$ cat src/rtl/dram_req_arbiter.sv
// dram_req_arbiter: round-robin arbiter sharing one AXI DRAM port between two burst requesters.
// Define DRAM_ARB_STAT_EN to add saturating busy/grant statistics counters.
module dram_req_arbiter #(
  parameter int STAT_W = 16
) (
  input  logic              clk_i,
  input  logic              rst_ni,
  input  logic [1:0]        req_i,
  input  logic [1:0]        we_i,
  input  logic [63:0]       addr_i,
  input  logic [7:0]        len_i,
  input  logic [63:0]       wdata_i,
  input  logic [7:0]        wstrb_i,
  output logic [1:0]        gnt_o,
  output logic [31:0]       rdata_o,
  output logic [1:0]        rvalid_o,
  output logic              rlast_o,
  output logic [1:0]        wready_o,
  output logic [1:0]        done_o,
  output logic [7:0]        m_arid_o,
  output logic [31:0]       m_araddr_o,
  output logic [3:0]        m_arlen_o,
  output logic              m_arvalid_o,
  input  logic              m_arready_i,
  output logic [2:0]        m_arsize_o,
  output logic [1:0]        m_arburst_o,
  input  logic [7:0]        m_rid_i,
  input  logic [31:0]       m_rdata_i,
  input  logic [1:0]        m_rresp_i,
  input  logic              m_rlast_i,
  input  logic              m_rvalid_i,
  output logic              m_rready_o,
  output logic [7:0]        m_awid_o,
  output logic [31:0]       m_awaddr_o,
  output logic [3:0]        m_awlen_o,
  output logic              m_awvalid_o,
  input  logic              m_awready_i,
  output logic [2:0]        m_awsize_o,
  output logic [1:0]        m_awburst_o,
  output logic [31:0]       m_wdata_o,
  output logic [3:0]        m_wstrb_o,
  output logic              m_wlast_o,
  output logic              m_wvalid_o,
  input  logic              m_wready_i,
  input  logic [7:0]        m_bid_i,
  input  logic [1:0]        m_bresp_i,
  input  logic              m_bvalid_i,
  output logic              m_bready_o
`ifdef DRAM_ARB_STAT_EN
  ,
  output logic [STAT_W-1:0] stat_busy_o,
  output logic [STAT_W-1:0] stat_gnt0_o,
  output logic [STAT_W-1:0] stat_gnt1_o
`endif
);

  typedef enum logic [2:0] {IDLE, AR, RD, AW, WR, BR, DONE} state_e;

  state_e      state_q, state_d;
  logic        ptr_q, ptr_d, own_q, own_d, pick;
  logic [31:0] addr_q, addr_d;
  logic [3:0]  len_q, len_d, cnt_q, cnt_d;
  logic [1:0]  own_oh;
  logic        unused_ok;

  assign pick   = req_i[ptr_q] ? ptr_q : ~ptr_q;
  assign own_oh = own_q ? 2'b10 : 2'b01;

  always_ff @(posedge clk_i or negedge rst_ni) begin
    if (!rst_ni) begin
      state_q <= IDLE;
      ptr_q   <= 1'b0;
      own_q   <= 1'b0;
      addr_q  <= '0;
      len_q   <= '0;
      cnt_q   <= '0;
    end else begin
      state_q <= state_d;
      ptr_q   <= ptr_d;
      own_q   <= own_d;
      addr_q  <= addr_d;
      len_q   <= len_d;
      cnt_q   <= cnt_d;
    end
  end

  always_comb begin
    state_d     = state_q;
    ptr_d       = ptr_q;
    own_d       = own_q;
    addr_d      = addr_q;
    len_d       = len_q;
    cnt_d       = cnt_q;
    gnt_o       = '0;
    rvalid_o    = '0;
    rlast_o     = 1'b0;
    wready_o    = '0;
    done_o      = '0;
    m_arvalid_o = 1'b0;
    m_rready_o  = 1'b0;
    m_awvalid_o = 1'b0;
    m_wvalid_o  = 1'b0;
    m_bready_o  = 1'b0;
    case (state_q)
      IDLE: if (|req_i) begin
        own_d   = pick;
        addr_d  = pick ? addr_i[63:32] : addr_i[31:0];
        len_d   = pick ? len_i[7:4] : len_i[3:0];
        state_d = we_i[pick] ? AW : AR;
      end
      AR: begin
        m_arvalid_o = 1'b1;
        if (m_arready_i) begin
          gnt_o   = own_oh;
          state_d = RD;
        end
      end
      RD: begin
        m_rready_o = 1'b1;
        rvalid_o   = m_rvalid_i ? own_oh : 2'b00;
        rlast_o    = m_rlast_i & m_rvalid_i;
        if (m_rvalid_i && m_rlast_i) state_d = DONE;
      end
      AW: begin
        m_awvalid_o = 1'b1;
        if (m_awready_i) begin
          gnt_o   = own_oh;
          cnt_d   = '0;
          state_d = WR;
        end
      end
      WR: begin
        m_wvalid_o = 1'b1;
        if (m_wready_i) begin
          wready_o = own_oh;
          cnt_d    = cnt_q + 4'd1;
          if (cnt_q == len_q) state_d = BR;
        end
      end
      BR: begin
        m_bready_o = 1'b1;
        if (m_bvalid_i) state_d = DONE;
      end
      DONE: begin
        done_o  = own_oh;
        ptr_d   = ~own_q;
        state_d = IDLE;
      end
      default: state_d = IDLE;
    endcase
  end

  // Response IDs/status are ignored: the owner register alone routes data back.
  assign unused_ok   = ^{m_rid_i, m_rresp_i, m_bid_i, m_bresp_i, STAT_W != 0};
  assign m_arid_o    = {7'b0, own_q};
  assign m_awid_o    = {7'b0, own_q};
  assign m_araddr_o  = addr_q;
  assign m_awaddr_o  = addr_q;
  assign m_arlen_o   = len_q;
  assign m_awlen_o   = len_q;
  assign m_arsize_o  = 3'b010;
  assign m_awsize_o  = 3'b010;
  assign m_arburst_o = 2'b01;
  assign m_awburst_o = 2'b01;
  assign rdata_o     = (state_q == RD) ? m_rdata_i : '0;
  assign m_wdata_o   = (state_q == WR) ? (own_q ? wdata_i[63:32] : wdata_i[31:0]) : '0;
  assign m_wstrb_o   = (state_q == WR) ? (own_q ? wstrb_i[7:4] : wstrb_i[3:0]) : '0;
  assign m_wlast_o   = (state_q == WR) && (cnt_q == len_q);

`ifdef DRAM_ARB_STAT_EN
  logic [STAT_W-1:0] busy_q, busy_d, g0_q, g0_d, g1_q, g1_d;

  assign busy_d = busy_q + STAT_W'((state_q != IDLE) && !(&busy_q));
  assign g0_d   = g0_q + STAT_W'(gnt_o[0] && !(&g0_q));
  assign g1_d   = g1_q + STAT_W'(gnt_o[1] && !(&g1_q));

  always_ff @(posedge clk_i or negedge rst_ni) begin
    if (!rst_ni) begin
      busy_q <= '0;
      g0_q   <= '0;
      g1_q   <= '0;
    end else begin
      busy_q <= busy_d;
      g0_q   <= g0_d;
      g1_q   <= g1_d;
    end
  end

  assign stat_busy_o = busy_q;
  assign stat_gnt0_o = g0_q;
  assign stat_gnt1_o = g1_q;
`endif

endmodule

$ cat config.mk
export PLATFORM = sky130hd
export DESIGN_NAME = dram_req_arbiter
export DESIGN_NICKNAME = d
export VERILOG_FILES = /design/src/rtl/dram_req_arbiter.sv
export SDC_FILE = /design/constraint.sdc
export NUM_CORES = 1
export LEC_CHECK = 0
export BUFFER_PORTS_ARGS = -buffer_cell sky130_fd_sc_hd__buf_4
export CAP_MARGIN = 20
export CORE_AREA = 4 4 149 151
export DETAILED_ROUTE_END_ITERATION = 7
export DIE_AREA = 0 0 153 155
export HOLD_SLACK_MARGIN = 0.12
export PLACE_DENSITY_LB_ADDON = 0.15
export SLEW_MARGIN = 10
export SYNTH_ARGS = -nofsm -noshare
export SYNTH_HDL_FRONTEND = slang
export SYNTH_SLANG_ARGS = --single-unit
$ cat constraint.sdc
create_clock -name clk_i -period 3.43 [get_ports clk_i]
set_input_delay 0 -clock clk_i [delete_from_list [all_inputs] [get_ports clk_i]]
set_output_delay 0 -clock clk_i [all_outputs]
set_load 0.01 [all_outputs]
==> qor.txt, run 1 <==
Tcrit/Tclk final -> 0.742
# DRC -> 0
Slew headroom -> 0.426
CTS buffer count -> 5
WL/cell -> 14.7 microns
Switching fraction of total power -> 0.426
CTS root buffer -> clkbuf_16
Clock Skew -> 0.00788 ns
Mapped Area -> 0.00365 sq mm
Clk pwr share -> 0.104
Reg2Reg Depth -> 5
P_int -> 0.00275 W
Worst-path clk slew -> 0.07 ns
Maximum VDD drop -> 0.000291 V
Outcome -> finished clean
CP required -> 3.57 ns
First-pass GRT wire length -> 23.8 mm
Total Die Area -> 0.0237 sq mm
NumNets Final -> 996
Row count -> 53
Fin. max-slew vios -> 0
Register area share after synthesis -> 0.309
Initial Util -> 0.175
Combinational Power Share -> 0.649
Layout cells sized above 1 -> 0.468
Area leader, netlist -> dfrtp_1
Hpwl dp -> 12.5 mm
Maxcap violations -> 0
Hold Vio Cnt, Final -> 0
Syn Inst Count -> 422
PD cells -> 683 mW/mm^2
Largest cells by area after synthesis -> dfrtp_1 (31%), mux2i_1 (21%), buf_4 (13%)
Vias in the first global route -> 4272
Async SR Flop Fraction -> 1.00
Crit path max fanout -> 25
Largest net degree at the start of global routing -> 74
Sequential power share -> 0.247
Clock sinks -> 45
NetSw -> 0.00204 W
Synth warnings -> 0
Post-synth EDFFs -> 0
GRT Util Overall -> 0.123
Minimum clock period -> 2.55 ns
Die Y -> 155 microns
# IOs -> 389
HP Class -> in2async
First-pass DRT Iterations -> 4
Max Root-Sink Buffers -> 2
Port bufs -> 344
RSZ-0062 raised after global routing -> no
Distinct cells, synth -> 41
Skew-Pair Late Insertion Delay -> 0.29 ns
Setup crit start kind -> flip-flop
GP Congestion -> 0.852
Top-area cell type share of the netlist area -> 0.309
Worst EP arrival -> 2.69 ns
Dominant synthesized flop cell -> dfrtp_1
Worst-margin pin slew -> 0.860 ns
Worst Hold Slack -> 0.271 ns
Cell count after placement -> 977
Sum Neg Setup Slack -> 0 ns
Vias -> 4114
1st-iter DRT viols -> 137
Routed Antenna Nets -> 0
# H-tree levels -> 2
Routed WL -> 15.6 mm
Vias per Instance -> 3.87
Mapped Avg Cell Area -> 8.65 sq um
Die width -> 153 microns
Flops & latches, synth -> 45
FMAX -> 393 MHz
Antenna cells -> 0
WS Path Type -> reg2reg
CORE AREA -> 0.0208 sq mm
Gr ovfl total -> 0
Crit. End Element -> flip-flop
CTS tree -> done
Area growth syn-to-layout -> 92.2%
Final std cells w/o fill -> 1062
Count of final setup violators -> 0
Pleak -> 3.63 nW
Initial antenna violation count -> 0
==> worst max-delay path, stage by stage, from the launching register on <==
cell and delay, ns:
dfrtp_1 0.43, o21ai_4 0.55, buf_4 0.51, mux2i_1 0.25
dlygate4sd3_1 0.57, a21oi_1 0.07
==> state kept, by name, indices dropped and copies added, names as in the netlist <==
register    flops
own_q           1
m_arlen_o       4
cnt_q           4
state_q         3
m_araddr_o     32
ptr_q           1
==> cells by family after synthesis <==
logic type,synth area share
other cells,0.00206
flops,0.309
simple gates,0.195
xor+xnor,0.0120
buf+inv,0.171
fa+ha+maj,0.00686
compound gates,0.0878
mux,0.216
==> path summary, 6_finish.rpt <==
path                                       from                          to  slack (ns)
max                           ptr_q$_DFFE_PN0N_  m_araddr_o[10]$_DFFE_PN0P_        0.88
min                                      rst_ni  m_araddr_o[29]$_DFFE_PN0P_        0.27
max reg2reg                   ptr_q$_DFFE_PN0N_  m_araddr_o[10]$_DFFE_PN0P_        0.88
min reg2reg                cnt_q[3]$_DFFE_PN0P_        cnt_q[3]$_DFFE_PN0P_        0.51
max in group asynchronous                rst_ni           own_q$_DFFE_PN0P_        2.71
min in group clk_i                   m_rvalid_i      state_q[2]$_DFFE_PN0P_        0.27
==> cell usage after synthesis, types with 2 or more instances <==
cell / n
a32o_1: 2
buf_4: 62
nand4_1: 2
and2b_2: 2
ha_1: 2
clkbuf_1: 14
mux2i_1: 76
nor2_1: 84
buf_6: 4
o21ai_0: 4
and2_1: 35
and3_1: 3
inv_1: 4
nand3_1: 2
nor3_1: 2
nand2_1: 5
buf_2: 8
buf_1: 2
xnor2_1: 5
conb_1: 2
and3b_1: 2
a21oi_1: 37
dfrtp_1: 45
==> power by group through the flow <==
stage	Clock [W]	Combinational [W]	Sequential, W
2_1_floorplan	0	0.00188	0.00109
3_3_place_gp	0	0.00296	0.00118
3_5_place_dp	0	0.00298	0.00119
4_1_cts	0.000525	0.00315	0.00119
5_1_grt	0.000541	0.00340	0.00124
6_report	0.000500	0.00311	0.00118
==> area by class of cell <==
| class | count | area (sq um) |
|---|---|---|
| Sequential cell | 45 | 1130 |
| Clock inverter | 3 | 21.3 |
| Timing Repair Buffer | 425 | 3380 |
| Inverter | 4 | 15.0 |
| Multi-Input combinational cell | 305 | 2000 |
| Tap cell | 275 | 344 |
| Fill cell | 2184 | 13800 |
| Clock buffer | 5 | 125 |
==> cells in the final DEF, fill, tap and decap left out, types with 2 or more instances in the layout <==
master | netlist | layout
conb_1 | 2 | 24
nor2_1 | 84 | 84
buf_4 | 62 | 348
nand2_1 | 5 | 5
mux2i_1 | 76 | 76
xnor2_1 | 5 | 5
inv_1 | 4 | 4
ha_1 | 2 | 2
a32o_1 | 2 | 2
nor3_1 | 2 | 2
and3_1 | 3 | 3
dfrtp_1 | 45 | 44
clkbuf_16 | 0 | 5
dlygate4sd3_1 | 0 | 77
o21ai_0 | 4 | 4
a21oi_1 | 37 | 37
and3b_1 | 2 | 2
nand3_1 | 2 | 2
and2b_2 | 2 | 2
nand4_1 | 2 | 2
and2_1 | 35 | 35
==> per-layer routing <==
layer | wire [microns] | share of wire | up-vias | global-route usage
met5 | 0 | 0 | - | 0
met4 | 103 | 0.0066 | 0 | 0.0187
met3 | 1030 | 0.066 | 8 | 0.0275
met2 | 8580 | 0.55 | 177 | 0.236
met1 | 5920 | 0.38 | 1873 | 0.143
li1 | - | - | 2056 | -
==> timing repair <==
item,4_1_cts,5_1_grt
gates resized for setup,0,0
endpoints found under the hold margin,85,0
hold buffers,77,0
setup buffers,0,0
==> stage by stage <==
stage / cell area [sq um] / utilization / power, W / setup WS (ns)
global route: 7010 / 0.337 / 0.00518 / 0.699
CTS: 7010 / 0.337 / 0.00487 / 0.860
floorplan: 3730 / - / 0.00297 / 1.75
finish: 7010 / 0.337 / 0.00479 / 0.884
detailed placement: 6090 / 0.293 / 0.00417 / 1.35
global placement: 6090 / 0.293 / 0.00414 / 1.37
Note: power is estimated with default switching activity, not from simulation.
==> run 2: changes to the inputs <==
ABC_AREA = 1   (was not set)
CORE_AREA = 4 4 151 153   (was 4 4 149 151)
DIE_AREA = 0 0 155 157   (was 0 0 153 155)
clock period = 2.5 ns   (was 3.43 ns; I/O delays follow)
==> run 2 against run 1 <==
  * Setup slack worse by 0.65 ns
  * Design area rose by 2.7%
  * Clock skew down 0.0025 ns
  * Register-to-register slack lost 0.65 ns
  * Critical path depth rose by 2
  * Critical path type unchanged
  * Sequential share of layout area is 0.44 points lower
  * Largest power group unchanged
  * First-iteration DRC count increased by 20%
==> qor.txt, run 2 <==
Outcome -> finished clean
Initial Util -> 0.178 (+0.00277)
Worst reg2reg path startpoint -> state_q[1]$_DFFE_PN0P_
Area leader, netlist -> dfrtp_1
Max Root-Sink Buffers -> 2 (unchanged)
Mux contribution to synthesized area -> 0 (-0.216)
Most frequent cell after synthesis -> nand2_1
Top-area cell type share of the netlist area -> 0.294 (-0.0151)
Most frequent cells in the layout -> buf_4 (352), nand2_1 (112), inv_1 (91)
FMAX -> 442 MHz (+13%)
Largest register FFs -> 32 (unchanged)
Fin. max-slew vios -> 0 (unchanged)
Final setup margin -> 0.239 ns (-0.645 ns)
Mapped Avg Cell Area -> 6.61 sq um (-23%)
Dominant synthesized flop cell -> dfrtp_1
Clock sinks -> 45 (unchanged)
Skew-Pair Late Insertion Delay -> 0.29 ns (about the same)
Largest net degree at the start of global routing -> 46 (-38%)
Dpl ws -> 0.782 ns (-0.569 ns)
Mapped Area -> 0.00384 sq mm (+5.1%)
Sum Neg Setup Slack -> 0 ns (unchanged)
Layout cells sized above 1 -> 0.418 (-0.0498)
Register area share after synthesis -> 0.294 (-0.0151)
Routed Antenna Nets -> 0 (unchanged)
Antenna cells -> 0 (unchanged)
CP required -> 2.73 ns (-0.84 ns)
Top Layer Used -> met4
Worst Hold Slack -> 0.141 ns (-0.131 ns)
Synth Area in Compound Gates -> 0.202 (+0.114)
RSZ-0062 raised after global routing -> no
Worst path cell trace -> nor2_2, inv_2, nor3_4, buf_4, o21ai_0, o22ai_1, dlygate4sd3_1
Row count -> 54 (+1.9%)
PD cells -> 1030 mW/mm^2 (+50%)
CP max stage cell -> dlygate4sd3_1
Flops & latches, synth -> 45 (unchanged)
HP Start -> we_i[0]
GP Congestion -> 0.753 (-12%)
Hold Crit Depth -> 7
Tcrit/Tclk final -> 0.904 (+0.162)
Hpwl dp -> 13.2 mm (+6.3%)
Worst-path clk slew -> 0.07 ns (about the same)
# DRC -> 0 (unchanged)
Adder-cell share of the synthesized area -> 0.00652 (-0.000336)
Commonest cells post-synth -> nand2_1 (112), inv_1 (91), nor2_1 (90), buf_4 (64), dfrtp_1 (45)
Metal-1 WL -> 7.23 mm (+22%)
Final std cells w/o fill -> 1223 (+15%)
Met2 routed WL -> 8.69 mm (+1.4%)
CTS tree -> done
Crit Reg-Reg Endpoint -> m_araddr_o[23]$_DFFE_PN0P_
CTS root buffer -> clkbuf_16
Slew headroom -> 0.566 (+0.139)
Setup bufs post-CTS -> 0 (unchanged)
Xor and xnor area share after synthesis -> 0 (-0.0120)
Cell count after placement -> 1141 (+17%)
Count of final setup violators -> 0 (unchanged)
Async SR Flop Fraction -> 1.00 (unchanged)
First-pass GRT wire length -> 25.5 mm (+7.1%)
WS Path Type -> reg2reg
Total Die Area -> 0.0243 sq mm (+2.6%)
# IOs -> 389 (unchanged)
WL/cell -> 14.3 microns (-2.8%)
First-pass DRT Iterations -> 4 (unchanged)
Area growth syn-to-layout -> 87.7%
Tot Pwr -> 0.00739 W (+54%)
HP Class -> in2reg
Setup crit start kind -> flip-flop
1st-iter DRT viols -> 164 (+20%)
Worst-margin pin slew -> 0.651 ns (-0.209 ns)
Distinct cells, synth -> 24 (-41%)
Routed WL -> 17.5 mm (+12%)
Vias in the first global route -> 4571 (+7.0%)
Worst Hold End -> state_q[1]$_DFFE_PN0P_
Syn Inst Count -> 580 (+37%)
Critical Path Source -> state_q[1]$_DFFE_PN0P_
Port bufs -> 344 (unchanged)
Worst path max stage delay -> 0.57 ns (about the same)
Synth warnings -> 0 (unchanged)
Simple-gate share of the synthesized area -> 0.234 (+0.0387)
Initial antenna violation count -> 0 (unchanged)
Largest family of logic cells by synthesized area -> buffers and inverters
Crit. End Element -> flip-flop
Post-synth EDFFs -> 0 (unchanged)
GRT Util Overall -> 0.130 (+0.00698)
Post_cts resized -> 0 (unchanged)
Met3 wire length -> 1.28 mm (+24%)
Clock Skew -> 0.00539 ns (-0.00249 ns)
# H-tree levels -> 2 (unchanged)
Most common cell after layout, fill and taps aside -> buf_4
Pleak -> 3.96 nW (+9.1%)
Maxcap violations -> 0 (unchanged)
Largest cells by area after synthesis -> dfrtp_1 (29%), buf_4 (13%), nand2_1 (11%)
Hold Vio Cnt, Final -> 0 (unchanged)
R2R setup slack -> 0.24 ns (-0.65 ns)
Vias per Instance -> 3.88 (+0.13%)
Maximum VDD drop -> 0.000319 V (+9.7%)
Reg2Reg Depth -> 7 (+2)
Crit path max fanout -> 44 (+76%)
CORE AREA -> 0.0216 sq mm (+3.5%)
NumNets Final -> 1152 (+16%)
Die Y -> 157 microns (+1.3%)
Worst EP arrival -> 2.50 ns (-0.19 ns)
Die width -> 155 microns (+1.3%)
CTS buffer count -> 5 (unchanged)
CTS Hold Buffers Added -> 74 (-3.9%)
Minimum clock period -> 2.26 ns (-0.285 ns)
Vias -> 4744 (+15%)
Gr ovfl total -> 0 (unchanged)
[run 2: per-layer routing]
layer  vias up  GRT usage
met1      2100      0.170
li1       2438          -
met5         -          0
met2       190      0.220
met4         0     0.0294
met3        16     0.0308
[run 2: worst max-delay path by stage]
| stage | endpoint |
|---|---|
| global placement | m_araddr_o[24]$_DFFE_PN0P_ |
| finish | m_araddr_o[23]$_DFFE_PN0P_ |
| floorplan | state_q[1]$_DFFE_PN0P_ |
| CTS | m_araddr_o[28]$_DFFE_PN0P_ |
| global route | m_araddr_o[24]$_DFFE_PN0P_ |
| detailed placement | m_araddr_o[28]$_DFFE_PN0P_ |
[run 2: stage by stage]
stage | instance area [sq um] | util
after floorplan | 3920 | -
after global placement | 6290 | 0.292
after detailed placement | 6290 | 0.292
after CTS | 7200 | 0.334
after global routing | 7200 | 0.334
final | 7200 | 0.334
[run 2: critical path, delay by kind of cell, from the launching register on]
family / cells / cell delay, ns
compound gates: 2 / 0.31
flops: 1 / 0.44
buf+inv: 3 / 1.10
simple gates: 2 / 0.32
[run 2: logic make-up after synthesis]
kind of cell | after synthesis
DFF | 45
adders and majority gates | 2
other | 2
buffers and inverters | 189
and+or+nand+nor | 224
AOI/OAI and AO/OA | 118
[run 2: power breakdown]
group          switching [W]  internal, W  leakage, nW  total, W
registers           0.000353      0.00109        0.555   0.00144
logic                0.00255      0.00260         3.33   0.00516
clock network       0.000311     0.000475       0.0810  0.000786
[run 2: area by class of cell]
class	instances	area, sq um
fill	2395	14400
timing repair buffer	427	3400
multi-input combinational	368	1800
sequential	45	1130
inverter	95	357
tap	280	350
clock buffer	6	129
clock inverter	2	38.8
